## config.mk

```make
export PLATFORM = sky130hd
export DESIGN_NAME = pc_unit_flat
export DESIGN_NICKNAME = d
export VERILOG_FILES = /design/src/rtl/pc_unit_pkg.sv /design/src/rtl/pc_unit_if.sv /design/src/rtl/pc_unit_next_pc_mux.sv /design/src/rtl/pc_unit.sv /design/src/flat_wrapper.sv
export SDC_FILE = /design/constraint.sdc
export NUM_CORES = 1
export LEC_CHECK = 0
export ABC_CLOCK_PERIOD_IN_PS = 3100
export BUFFER_PORTS_ARGS = -buffer_cell sky130_fd_sc_hd__buf_2
export CAP_MARGIN = 40
export CORE_UTILIZATION = 45
export CTS_CLUSTER_SIZE = 28
export DETAILED_ROUTE_END_ITERATION = 12
export PLACE_DENSITY = 0.8
export SLEW_MARGIN = 20
export SYNTH_ARGS = -nofsm -noshare
export SYNTH_HDL_FRONTEND = slang
export SYNTH_HIERARCHICAL = 1
export SYNTH_SLANG_ARGS = --single-unit
```

## constraint.sdc

```tcl
create_clock -name clk -period 3.1 [get_ports clk]
set_input_delay 0.31 -clock clk [delete_from_list [all_inputs] [get_ports clk]]
set_output_delay 0.31 -clock clk [all_outputs]
set_load 0.1 [all_outputs]
```

## src/rtl/pc_unit_pkg.sv

```systemverilog
`default_nettype none
// ============================================================================
//  Module      : pc_unit_pkg
//  Description : Shared constants and FSM state encoding for the program
//                counter unit.
//  Revision    : 1.0  initial release
// ============================================================================
package pc_unit_pkg;

  // 13-bit PC addresses an 8K-word instruction space.
  localparam int              PC_W         = 13;
  localparam logic [PC_W-1:0] RESET_VECTOR = 13'h0000;

  // Sequencer states; FAULT is only left through reset.
  typedef enum logic [1:0] {
    RUN      = 2'd0,
    RET_WAIT = 2'd1,
    FAULT    = 2'd2
  } pc_state_e;

endpackage : pc_unit_pkg
`default_nettype wire

```

## src/rtl/pc_unit_if.sv

```systemverilog
`default_nettype none
// ============================================================================
//  Module      : pc_unit_if
//  Description : Control-flow request bus between the pipeline/stack side
//                (master) and the program counter unit (slave).
//  Revision    : 1.0  initial release
// ============================================================================
interface pc_unit_if #(
  parameter int PC_W = pc_unit_pkg::PC_W
);

  // Requests and return-address stack feedback
  logic            stall;
  logic            branch_taken;
  logic [PC_W-1:0] branch_target;
  logic            jump;
  logic [PC_W-1:0] jump_target;
  logic            call;
  logic            ret;
  logic [PC_W-1:0] stack_out;
  logic            stack_overflow;

  // Fetch address and stack strobes
  logic [PC_W-1:0] pc;
  logic            pc_valid;
  logic            write_stack;
  logic            read_stack;
  logic [PC_W-1:0] push_pc;
  logic            fault;

  modport master (
    output stall, branch_taken, branch_target, jump, jump_target,
           call, ret, stack_out, stack_overflow,
    input  pc, pc_valid, write_stack, read_stack, push_pc, fault
  );

  modport slave (
    input  stall, branch_taken, branch_target, jump, jump_target,
           call, ret, stack_out, stack_overflow,
    output pc, pc_valid, write_stack, read_stack, push_pc, fault
  );

endinterface : pc_unit_if
`default_nettype wire

```

## src/rtl/pc_unit_next_pc_mux.sv

```systemverilog
`default_nettype none
// ============================================================================
//  Module      : next_pc_mux
//  Description : Combinational next-PC priority select used while running:
//                ret > call > jump > branch_taken > sequential increment.
//  Revision    : 1.0  initial release
// ============================================================================
module next_pc_mux #(
  parameter int PC_W = pc_unit_pkg::PC_W
) (
  input  logic [PC_W-1:0] pc,
  input  logic            ret,
  input  logic            call,
  input  logic            jump,
  input  logic            branch_taken,
  input  logic [PC_W-1:0] jump_target,
  input  logic [PC_W-1:0] branch_target,
  output logic [PC_W-1:0] next_pc,
  output logic [PC_W-1:0] pc_inc
);

  // Increment drops the carry so the last word wraps to address zero.
  assign pc_inc = pc + PC_W'(1);

  // Priority select; ret holds pc because the popped address arrives later.
  always_comb begin
    next_pc = pc_inc;
    if (ret) begin
      next_pc = pc;
    end else if (call || jump) begin
      next_pc = jump_target;
    end else if (branch_taken) begin
      next_pc = branch_target;
    end
  end

endmodule : next_pc_mux
`default_nettype wire

```

## src/rtl/pc_unit.sv

```systemverilog
`default_nettype none
// ============================================================================
//  Module      : pc_unit
//  Description : Program counter register and RUN/RET_WAIT/FAULT sequencer
//                with return-address stack push/pop strobes.
//  Revision    : 1.0  initial release
// ============================================================================
module pc_unit
  import pc_unit_pkg::*;
#(
  parameter int              PC_W         = pc_unit_pkg::PC_W,
  parameter logic [PC_W-1:0] RESET_VECTOR = pc_unit_pkg::RESET_VECTOR
) (
  input  logic     clk,
  input  logic     reset,
  pc_unit_if.slave bus
);

  pc_state_e       state_d, state_q;
  logic [PC_W-1:0] pc_d, pc_q;
  logic [PC_W-1:0] mux_pc;
  logic [PC_W-1:0] pc_inc;
  logic            run_go;

  next_pc_mux #(.PC_W(PC_W)) u_next_pc_mux (
    .pc            (pc_q),
    .ret           (bus.ret),
    .call          (bus.call),
    .jump          (bus.jump),
    .branch_taken  (bus.branch_taken),
    .jump_target   (bus.jump_target),
    .branch_target (bus.branch_target),
    .next_pc       (mux_pc),
    .pc_inc        (pc_inc)
  );

  // A request is honoured only in RUN, not stalled, not resetting and with a
  // healthy stack; a pending overflow moves to FAULT instead of touching it.
  assign run_go = (state_q == RUN) && !bus.stall && !bus.stack_overflow && !reset;

  // ret wins over call, so the two strobes are mutually exclusive; leaving
  // RUN (or stalling) drops them, so one request yields a single pulse.
  assign bus.read_stack  = run_go && bus.ret;
  assign bus.write_stack = run_go && bus.call && !bus.ret;
  assign bus.push_pc     = pc_inc;

  assign bus.pc       = pc_q;
  assign bus.pc_valid = (state_q == RUN);
  assign bus.fault    = (state_q == FAULT);

  // Next state and next pc; stall freezes everything including RET_WAIT.
  always_comb begin
    state_d = state_q;
    pc_d    = pc_q;
    if (!bus.stall) begin
      case (state_q)
        RUN: begin
          if (bus.stack_overflow) begin
            state_d = FAULT;
          end else begin
            pc_d = mux_pc;
            if (bus.ret) begin
              state_d = RET_WAIT;
            end
          end
        end
        RET_WAIT: begin
          if (bus.stack_overflow) begin
            state_d = FAULT;
          end else begin
            pc_d    = bus.stack_out;
            state_d = RUN;
          end
        end
        default: begin
          state_d = FAULT;
        end
      endcase
    end
  end

  // State and pc registers; reset outranks stall and every request.
  always_ff @(posedge clk) begin
    if (reset) begin
      state_q <= RUN;
      pc_q    <= RESET_VECTOR;
    end else begin
      state_q <= state_d;
      pc_q    <= pc_d;
    end
  end

endmodule : pc_unit
`default_nettype wire

```

## src/flat_wrapper.sv

```systemverilog
// flat-port wrapper written by rule: the top's interface ports become plain ports
module pc_unit_flat import pc_unit_pkg::*;
#(
  parameter int              PC_W         = pc_unit_pkg::PC_W,
  parameter logic [PC_W-1:0] RESET_VECTOR = pc_unit_pkg::RESET_VECTOR
)
  (clk, reset, bus_stall, bus_branch_taken, bus_branch_target, bus_jump, bus_jump_target, bus_call, bus_ret, bus_stack_out, bus_stack_overflow, bus_pc, bus_pc_valid, bus_write_stack, bus_read_stack, bus_push_pc, bus_fault);
  pc_unit_if #(.PC_W(PC_W)) bus_i ();
  input  logic clk;
  input  logic reset;
  input wire logic [$bits(bus_i.stall)-1:0] bus_stall;
  input wire logic [$bits(bus_i.branch_taken)-1:0] bus_branch_taken;
  input wire logic [$bits(bus_i.branch_target)-1:0] bus_branch_target;
  input wire logic [$bits(bus_i.jump)-1:0] bus_jump;
  input wire logic [$bits(bus_i.jump_target)-1:0] bus_jump_target;
  input wire logic [$bits(bus_i.call)-1:0] bus_call;
  input wire logic [$bits(bus_i.ret)-1:0] bus_ret;
  input wire logic [$bits(bus_i.stack_out)-1:0] bus_stack_out;
  input wire logic [$bits(bus_i.stack_overflow)-1:0] bus_stack_overflow;
  output wire logic [$bits(bus_i.pc)-1:0] bus_pc;
  output wire logic [$bits(bus_i.pc_valid)-1:0] bus_pc_valid;
  output wire logic [$bits(bus_i.write_stack)-1:0] bus_write_stack;
  output wire logic [$bits(bus_i.read_stack)-1:0] bus_read_stack;
  output wire logic [$bits(bus_i.push_pc)-1:0] bus_push_pc;
  output wire logic [$bits(bus_i.fault)-1:0] bus_fault;
  assign bus_i.stall = bus_stall;
  assign bus_i.branch_taken = bus_branch_taken;
  assign bus_i.branch_target = bus_branch_target;
  assign bus_i.jump = bus_jump;
  assign bus_i.jump_target = bus_jump_target;
  assign bus_i.call = bus_call;
  assign bus_i.ret = bus_ret;
  assign bus_i.stack_out = bus_stack_out;
  assign bus_i.stack_overflow = bus_stack_overflow;
  assign bus_pc = bus_i.pc;
  assign bus_pc_valid = bus_i.pc_valid;
  assign bus_write_stack = bus_i.write_stack;
  assign bus_read_stack = bus_i.read_stack;
  assign bus_push_pc = bus_i.push_pc;
  assign bus_fault = bus_i.fault;
  pc_unit #(.PC_W(PC_W), .RESET_VECTOR(RESET_VECTOR)) u_core (.clk(clk), .reset(reset), .bus(bus_i));
endmodule
```

## Word-level counts from Yosys, hierarchy flattened

Cells that the tools add are included.
Widths: inputs -> output; s select.

| storage, ports and cells | value |
|---|---|
| bits in registers | 15 |
| input bits | 47 |
| logic and storage cells | 35 |

| cells by class | value |
|---|---|
| $add $sub $neg | 1 |
| eq/ne operators | 6 |
| mux-type cells | 10 |
| bitwise gates (word level) | 1 |
| reduce and logical (&&, ||, !) cells | 15 |

Operators with widths:

| operator | count |
|---|---|
| $mux 13 | 5 |
| $pmux 13 s2 | 1 |
| $add 13x1->13 const B | 1 |
| $logic_and 1x1->1 | 6 |
| $mux 2 | 3 |
| $ne 2x2->1 const B | 3 |
| $reduce_and 5->1 | 1 |
| $logic_not 1->1 | 4 |
| $pmux 2 s2 | 1 |
| $ne 3x3->1 const B | 1 |
| $eq 2x1->1 const B | 1 |
| $eq 2x2->1 const B | 1 |
| $logic_not 2->1 | 1 |
| $reduce_and 2->1 | 1 |
| $reduce_bool 2->1 | 1 |
| $logic_or 1x1->1 | 1 |
| $not 1->1 | 1 |

## Longest topological paths before layout

Gate-level depths: netlist of run 1.

| depth | value |
|---|---|
| word-level depth | 6 |
| mapped depth | 8 |
| gate-level depth less buffers | 7 |

## By module

Netlist of run 1, hierarchy kept.

By module, submodules not included:

| module | times used | cells each | area an instance (µm²) |
|---|---|---|---|
| pc_unit | 1 | 71 | 724.4 |
| next_pc_mux | 1 | 114 | 698.2 |

## Worst setup path after synthesis of run 1

Ideal clock, no wire load.

| timing path | value |
|---|---|
| path type | reg-to-reg |
| from | register u_core.pc_q[0] (netlist: u_core/bus.pc[0]) |
| to | register u_core.pc_q[4] (netlist: u_core/bus.pc[4]) |
| arrival | 3.785 ns |
| setup slack | -0.770 ns |
| stages on the path, launching flop included | 8 |
| period minus slack after synthesis | 3.870 ns |
| cell sequence | dfxtp_1 ha_1 nand3_1 xnor2_1 mux2_1 a221o_1 mux2i_1 a211oi_1 |

| between the ends | value |
|---|---|
| longest elaborated chain between the ends | 6 |

Ends and longest elaborated chain:

| element | line | RTL |
|---|---|---|
| start, declared | pc_unit.sv:20 | `logic [PC_W-1:0] pc_d, pc_q;` |
| start signal, assigned | pc_unit.sv:89 | `pc_q <= pc_d;` |
| $add 13x1->13 | pc_unit_next_pc_mux.sv:23 | `assign pc_inc = pc + PC_W'(1);` |
| via bus_push_pc[4] | flat_wrapper.sv:24 | `output wire logic [$bits(bus_i.push_pc)-1:0] bus_push_pc;` |
| $mux 13 | pc_unit_next_pc_mux.sv:32 | `end else if (branch_taken) begin` |
| $mux 13 | pc_unit_next_pc_mux.sv:30 | `end else if (call \|\| jump) begin` |
| $mux 13 | pc_unit_next_pc_mux.sv:28 | `if (ret) begin` |
| via u_core.mux_pc[4] | pc_unit.sv:21 | `logic [PC_W-1:0] mux_pc;` |
| $mux 13 | pc_unit.sv:58 | `if (bus.stack_overflow) begin` |
| $pmux 13 s2 | pc_unit.sv:56 | `case (state_q)` |

The timed path passes the listed nets, and every way through them passes these cells. The select of a mux whose other input is x is not followed.
A chain may end at the register's enable or synchronous reset.

## Final worst setup path of run 1

| timing path | value |
|---|---|
| from | register u_core.pc_q[0] (netlist: u_core/bus.pc[0]) |
| to | output bus_push_pc[10] |

| between the ends | value |
|---|---|
| longest elaborated chain between the ends | 1 |

Ends and longest elaborated chain:

| element | line |
|---|---|
| $add 13x1->13 | pc_unit_next_pc_mux.sv:23 |
| end, declared | flat_wrapper.sv:24 |

No other way between the ends.

==> results of run 1 <==
==> layout by cell type, fill, tap and decap left out, types with 2 or more instances in the layout <==
cell type and n:
a211oi_1 6, a211oi_2 7, a21oi_1 7, a221o_1 2
a31oi_1 5, and2_1 2, and3_1 3, and4_1 2
buf_2 76, buf_4 2, clkbuf_4 3, dfxtp_1 15
inv_1 9, mux2_1 2, mux2i_1 15, nand2_1 14
nand3_1 8, nor2_1 24, nor2b_1 2, nor3_1 2
o21ai_0 6, o21ai_1 5, o21bai_1 2, o22ai_1 5
o311a_1 3, or3_1 2, xnor2_1 2, xnor2_2 6
xor2_2 2
==> cell families (layout without fill, tap and decap cells) <==
family                     count (synthesis)  in the layout  synth area share (%)
and+or+nand+nor                           65             65                  23.1
AOI/OAI and AO/OA                         52             52                  27.0
buffers and inverters                     23             91                  8.18
muxes                                     18             18                  12.9
DFF                                       15             15                  21.1
xor gates and xnor gates                  11             11                  6.77
adders and majority gates                  1              1                 0.879
==> routing by layer <==
| layer | GRT usage, % | wire length [um] | vias to the layer above |
|---|---|---|---|
| met4 | 7.14 | 21 | 0 |
| met2 | 35.8 | 1680 | 51 |
| met5 | 0 | 0 | - |
| met1 | 34.3 | 1890 | 699 |
| li1 | - | - | 811 |
| met3 | 2.23 | 215 | 2 |
==> through the flow <==
stage | hold WS, ns | TNS (ns) | cells
final | 0.297 | 0 | 297
after global routing | 0.303 | 0 | 297
after CTS | 0.295 | 0 | 297
after detailed placement | 0.522 | 0 | 293
after global placement | 0.492 | 0 | 293
after floorplan | 0.451 | -0.206 | 185
==> worst paths after layout <==
| check | from | end | slack (ns) | cells past startpoint |
|---|---|---|---|---|
| setup / recovery | u_core/bus.pc[0] | bus_push_pc[10] | 0.67 | 5 |
| hold / removal | bus_stack_overflow | u_core/state_q[1] | 0.30 | 3 |
| setup reg to reg | u_core/bus.pc[0] | u_core/bus.pc[12] | 0.97 | 7 |
| hold reg to reg | u_core/state_q[0] | u_core/state_q[0] | 0.52 | 2 |
==> registers in the layout, summed over array words and instances, names as in the netlist <==
name	count
u_core/state_q	2
u_core/bus.pc	13
==> power by group <==
part           leakage [nW]  switching, W  internal, W
Clock                0.0177     0.0000663    0.0000480
Combinational         0.741      0.000287    0.0000955
Sequential            0.123     0.0000264     0.000206
==> final cells by class <==
type | instances | area share [%]
flip-flops and latches | 15 | 16.0
well taps | 44 | 2.93
inverters | 9 | 1.80
clock buffers | 3 | 1.20
clock inverters | 1 | 0.266
repair buffers | 78 | 21.1
multi-input cells | 147 | 56.8
==> critical path: cells and delay by family (launching register included) <==
kind / cells / cell delay (ns)
XOR/XNOR: 1 / 0.16
adder cells (fa/ha/maj): 1 / 0.27
buffers and inverters: 1 / 0.44
flip-flops: 1 / 0.47
AND/OR/NAND/NOR: 2 / 0.51
==> results_dict.tcl, run 1 <==
set metrics [dict create \
    io-pin-count 77 \
    dp_hpwl_mm 3.00 \
    cts_tree "done" \
    syn-cell-area_mm2 0.00142 \
    antennaDiodeCount 0 \
    setup_slack_ns 0.665 \
    nets 302 \
    synthFlopType "dfxtp_1" \
    power_w 0.000729 \
    synthArstFlopShare_pct 0 \
    finalHoldViolations 0 \
    path_max_fanout 8 \
    route.detailed.drc 0 \
    crit_chain "ha_1, and4_1, nand3_1, xnor2_2, buf_2" \
    fin_crit_ns 2.43 \
    ff_latch_area_um2 300 \
    yosysWarnings 6 \
    drive_gt1_share_pct 39.9 \
    initial_core_util_pct 47.0 \
    p_leak_nw 0.883 \
    avgSynthCellArea_um2 7.69 \
    drt-total-wl_mm 3.80 \
    avgViaCountPerCell 5.26 \
    overflow 0 \
    numCtsBuffers 3 \
    ctsLongestPathBuffers 2 \
    drt_pass1_iterations 4 \
    yosysMostFrequentCell "nor2_1" \
    end_kind "output port" \
    yosysTopAreaCell "dfxtp_1" \
    clock_latency_ns 0.29 \
    fill_cells 292 \
    worst_pin_slew_ns 0.606 \
    synth-seq-cells 15 \
    portBuffers 76 \
    postSynthCellCount 185 \
    crit_path_start_kind "register" \
    cts_root_buf "clkbuf_4" \
    cpMaxStageDelayCell "dfxtp_1" \
    first_iter_violations 76 \
    seq_area_frac_synth_pct 21.1 \
    skew_ns 0.00618 \
    drv_cap 0 \
    ys_types 41 \
    slew_headroom_pct 59.5 \
    dieArea_mm2 0.00339 \
    fin_crit_sh_pct 78.5 \
    finalSetupViolCount 0 \
    grt_first_pass_wirelength_mm 6.13 \
    clock.fmax_mhz 411 \
    synth_nets 233 \
    cp_slowest_stage_delay_ns 0.47 \
    cellPowerDensity_mw_per_mm2 388 \
    status "finished clean" \
    die_h_um 58.2 \
    crit_type "reg2out" \
    drv_slew 0 \
    gp_routability_congestion 0.904 \
    yosys.area.top_type_share_pct 21.1 \
    peakVddDrop_v 0.000267 \
    fin_util_pct 62.0 \
    cp.arrival_ns 2.12 \
    clkTransAtPathRegs_ns 0.10 \
    grt_max_degree 30 \
    synth_edf_count 0 \
    postPlaceCellArea_mm2 0.00185 \
    core_area_mm2 0.00303 \
    rsz0062_at_grt "no" \
    grt_antenna_before_repair 0 \
    holdBufCountCts 0 \
    grt_usage_pct 23.3 \
    drtAntennaViolNets 0 \
    clock-sinks 15 \
    row_count 20 \
    wl_per_cell_um 12.8 \
    htreeDepth 1 \
    cts_setup_buffers 0 \
    place_ws_ns 0.996 \
    yosys-top-cells-area "dfxtp_1 (21%), mux2i_1 (11%), nor2_1 (6.3%), a211oi_2 (6.2%), xnor2_1 (4.9%)" \
    vias 1563 \
    multiInputGateArea_mm2 0.00107 \
    syn2layout_area_growth_pct 32.0 \
    die_w_um 58.2 \
    synth_common_cells "nor2_1 (24), dfxtp_1 (15), mux2i_1 (15)" \
    final_area_mm2 0.00188 \
    grt_pass1_vias 1325 \
    hold_path.class "in2reg" \
    required_ns 2.79 \
    ctsResizeCount 0 \
]
Note: power is estimated with default switching activity, not from simulation.
==> run 2, diff against run 1 <==
Settings changed: ABC_CLOCK_PERIOD_IN_PS 3100 to 2100, CORE_UTILIZATION 45 to 41, PLACE_DENSITY 0.8 to 0.77.
Clock period 3.1 ns to 2.1 ns, I/O delays scaled along.
==> results_dict.tcl, run 2 (synthesis gave the netlist of run 1 again) <==
set metrics [dict create \
    status "finished clean" \
    grt_usage_pct 25.2 \
    drt-total-wl_mm 4.38 \
    route.detailed.drc 0 \
    rr_worst_depth 7 \
    clock.fmax_mhz 486 \
    required_ns 1.89 \
    hold_path.class "in2reg" \
    drv_cap 0 \
    dp_hpwl_mm 3.31 \
    postPlaceCellArea_mm2 0.00217 \
    p_int_w 0.000564 \
    final_cell_mix "buf_2 (67), nor2_1 (23), mux2i_1 (15), nand2_1 (14)" \
    io-pin-count 77 \
    skew_ns 0.00340 \
    portBuffers 76 \
    comb_power_share_pct 54.4 \
    syn2layout_area_growth_pct 58.7 \
    seq_power_share_pct 30.7 \
    drtAntennaViolNets 0 \
    dieArea_mm2 0.00371 \
    holdBufCountCts 0 \
    grt_antenna_before_repair 0 \
    clkPwrFrac_pct 14.8 \
    crit_type "reg2out" \
    finalSetupViolCount 0 \
    die_h_um 60.9 \
    end_kind "output port" \
    drt_pass1_iterations 4 \
    core_area_mm2 0.00334 \
    row_count 21 \
    path_max_fanout 5 \
    cts_root_buf "clkbuf_4" \
    post-place-cells 299 \
    fin_crit_ns 2.06 \
    rsz0062_at_grt "yes" \
    grt_max_degree 30 \
    cts_tree "done" \
    largest_reg_flops 13 \
    clkTransAtPathRegs_ns 0.09 \
    initial_core_util_pct 42.6 \
    final_common_cell "buf_2" \
    clock_latency_ns 0.28 \
    p_switching_w 0.000585 \
    wl_per_cell_um 14.3 \
    drv_slew 0 \
    nets 310 \
    antennaDiodeCount 0 \
    multiInputGateArea_mm2 0.00123 \
    first_iter_violations 74 \
    die_w_um 60.9 \
    p_leak_nw 0.946 \
    avgViaCountPerCell 5.32 \
    fin_tns_setup_ns 0 \
    fill_cells 285 \
    worst_pin_slew_ns 0.560 \
    clock-sinks 15 \
    gp_routability_congestion 0.871 \
    fin_cells 307 \
    vias 1632 \
    peakVddDrop_v 0.000269 \
    overflow 0 \
    drive_gt1_share_pct 51.0 \
    place_ws_ns 0.104 \
    grt_first_pass_wirelength_mm 6.84 \
    ctsLongestPathBuffers 2 \
    min_path_cells 3 \
    cp.arrival_ns 1.85 \
    cellPowerDensity_mw_per_mm2 509 \
    slew_headroom_pct 62.6 \
    final_area_mm2 0.00226 \
    numCtsBuffers 3 \
    grt_pass1_vias 1451 \
    finalHoldViolations 0 \
    netSwitchingFraction_pct 50.9 \
    setup_slack_ns 0.0438 \
    fin_crit_sh_pct 97.9 \
    htreeDepth 1 \
    crit_path_start_kind "register" \
    ff_latch_area_um2 343 \
]
[run 2: through the flow]
stage                     total power (W)  hold WS (ns)  utilization (%)
after floorplan                  0.000836         0.351                -
after detailed placement         0.000969         0.511             65.2
after CTS                         0.00115         0.206             66.7
after global placement           0.000965         0.495             65.2
final                             0.00115         0.214             67.6
after global routing              0.00121         0.226             67.6
[run 2: power groups by stage]
stage               Clock, W  Combinational (W)  Sequential, W
floorplan                  0           0.000361       0.000474
global placement           0           0.000606       0.000359
detailed placement         0           0.000609       0.000361
CTS                 0.000180           0.000616       0.000355
global route        0.000197           0.000658       0.000359
finish              0.000170           0.000626       0.000353
[run 2: layer usage]
layer  up-vias  part of all wire [%]  track usage (%)
met4         0                  0.48             7.47
li1        828                     -                -
met3         2                   4.9             2.99
met5         -                     0                0
met2        49                    48             40.8
met1       753                    47             35.2
[run 2: area by class of cell]
| class | instances | share of cell area [%] |
|---|---|---|
| multi-input cells | 147 | 54.4 |
| repair buffers | 86 | 24.8 |
| flip-flops and latches | 15 | 15.2 |
| well taps | 46 | 2.55 |
| inverters | 9 | 1.83 |
| clock buffers | 4 | 1.16 |
[run 2: worst max-delay path, cell delays in order, from the launching register on]
cell,delay (ns)
dfxtp_4,0.39
ha_4,0.19
and4_4,0.27
and4_4,0.24
xnor2_2,0.15
clkinvlp_4,0.14
buf_8,0.18
[run 2: timing repair]
action	in CTS	in global routing
cloned	0	0
setup buffers	0	4
hold endpoints to repair	0	0
setup endpoints to repair	2	2
resized for setup	7	1
pin swaps	1	1
[run 2: worst paths after layout]
path / start / endpoint / slack (ns)
max: u_core/bus.pc[1] / bus_push_pc[8] / 0.04
min reg2reg: u_core/bus.pc[1] / u_core/bus.pc[1] / 0.56
min: bus_stall / u_core/state_q[0] / 0.21
max reg2reg: u_core/bus.pc[1] / u_core/bus.pc[12] / 0.17
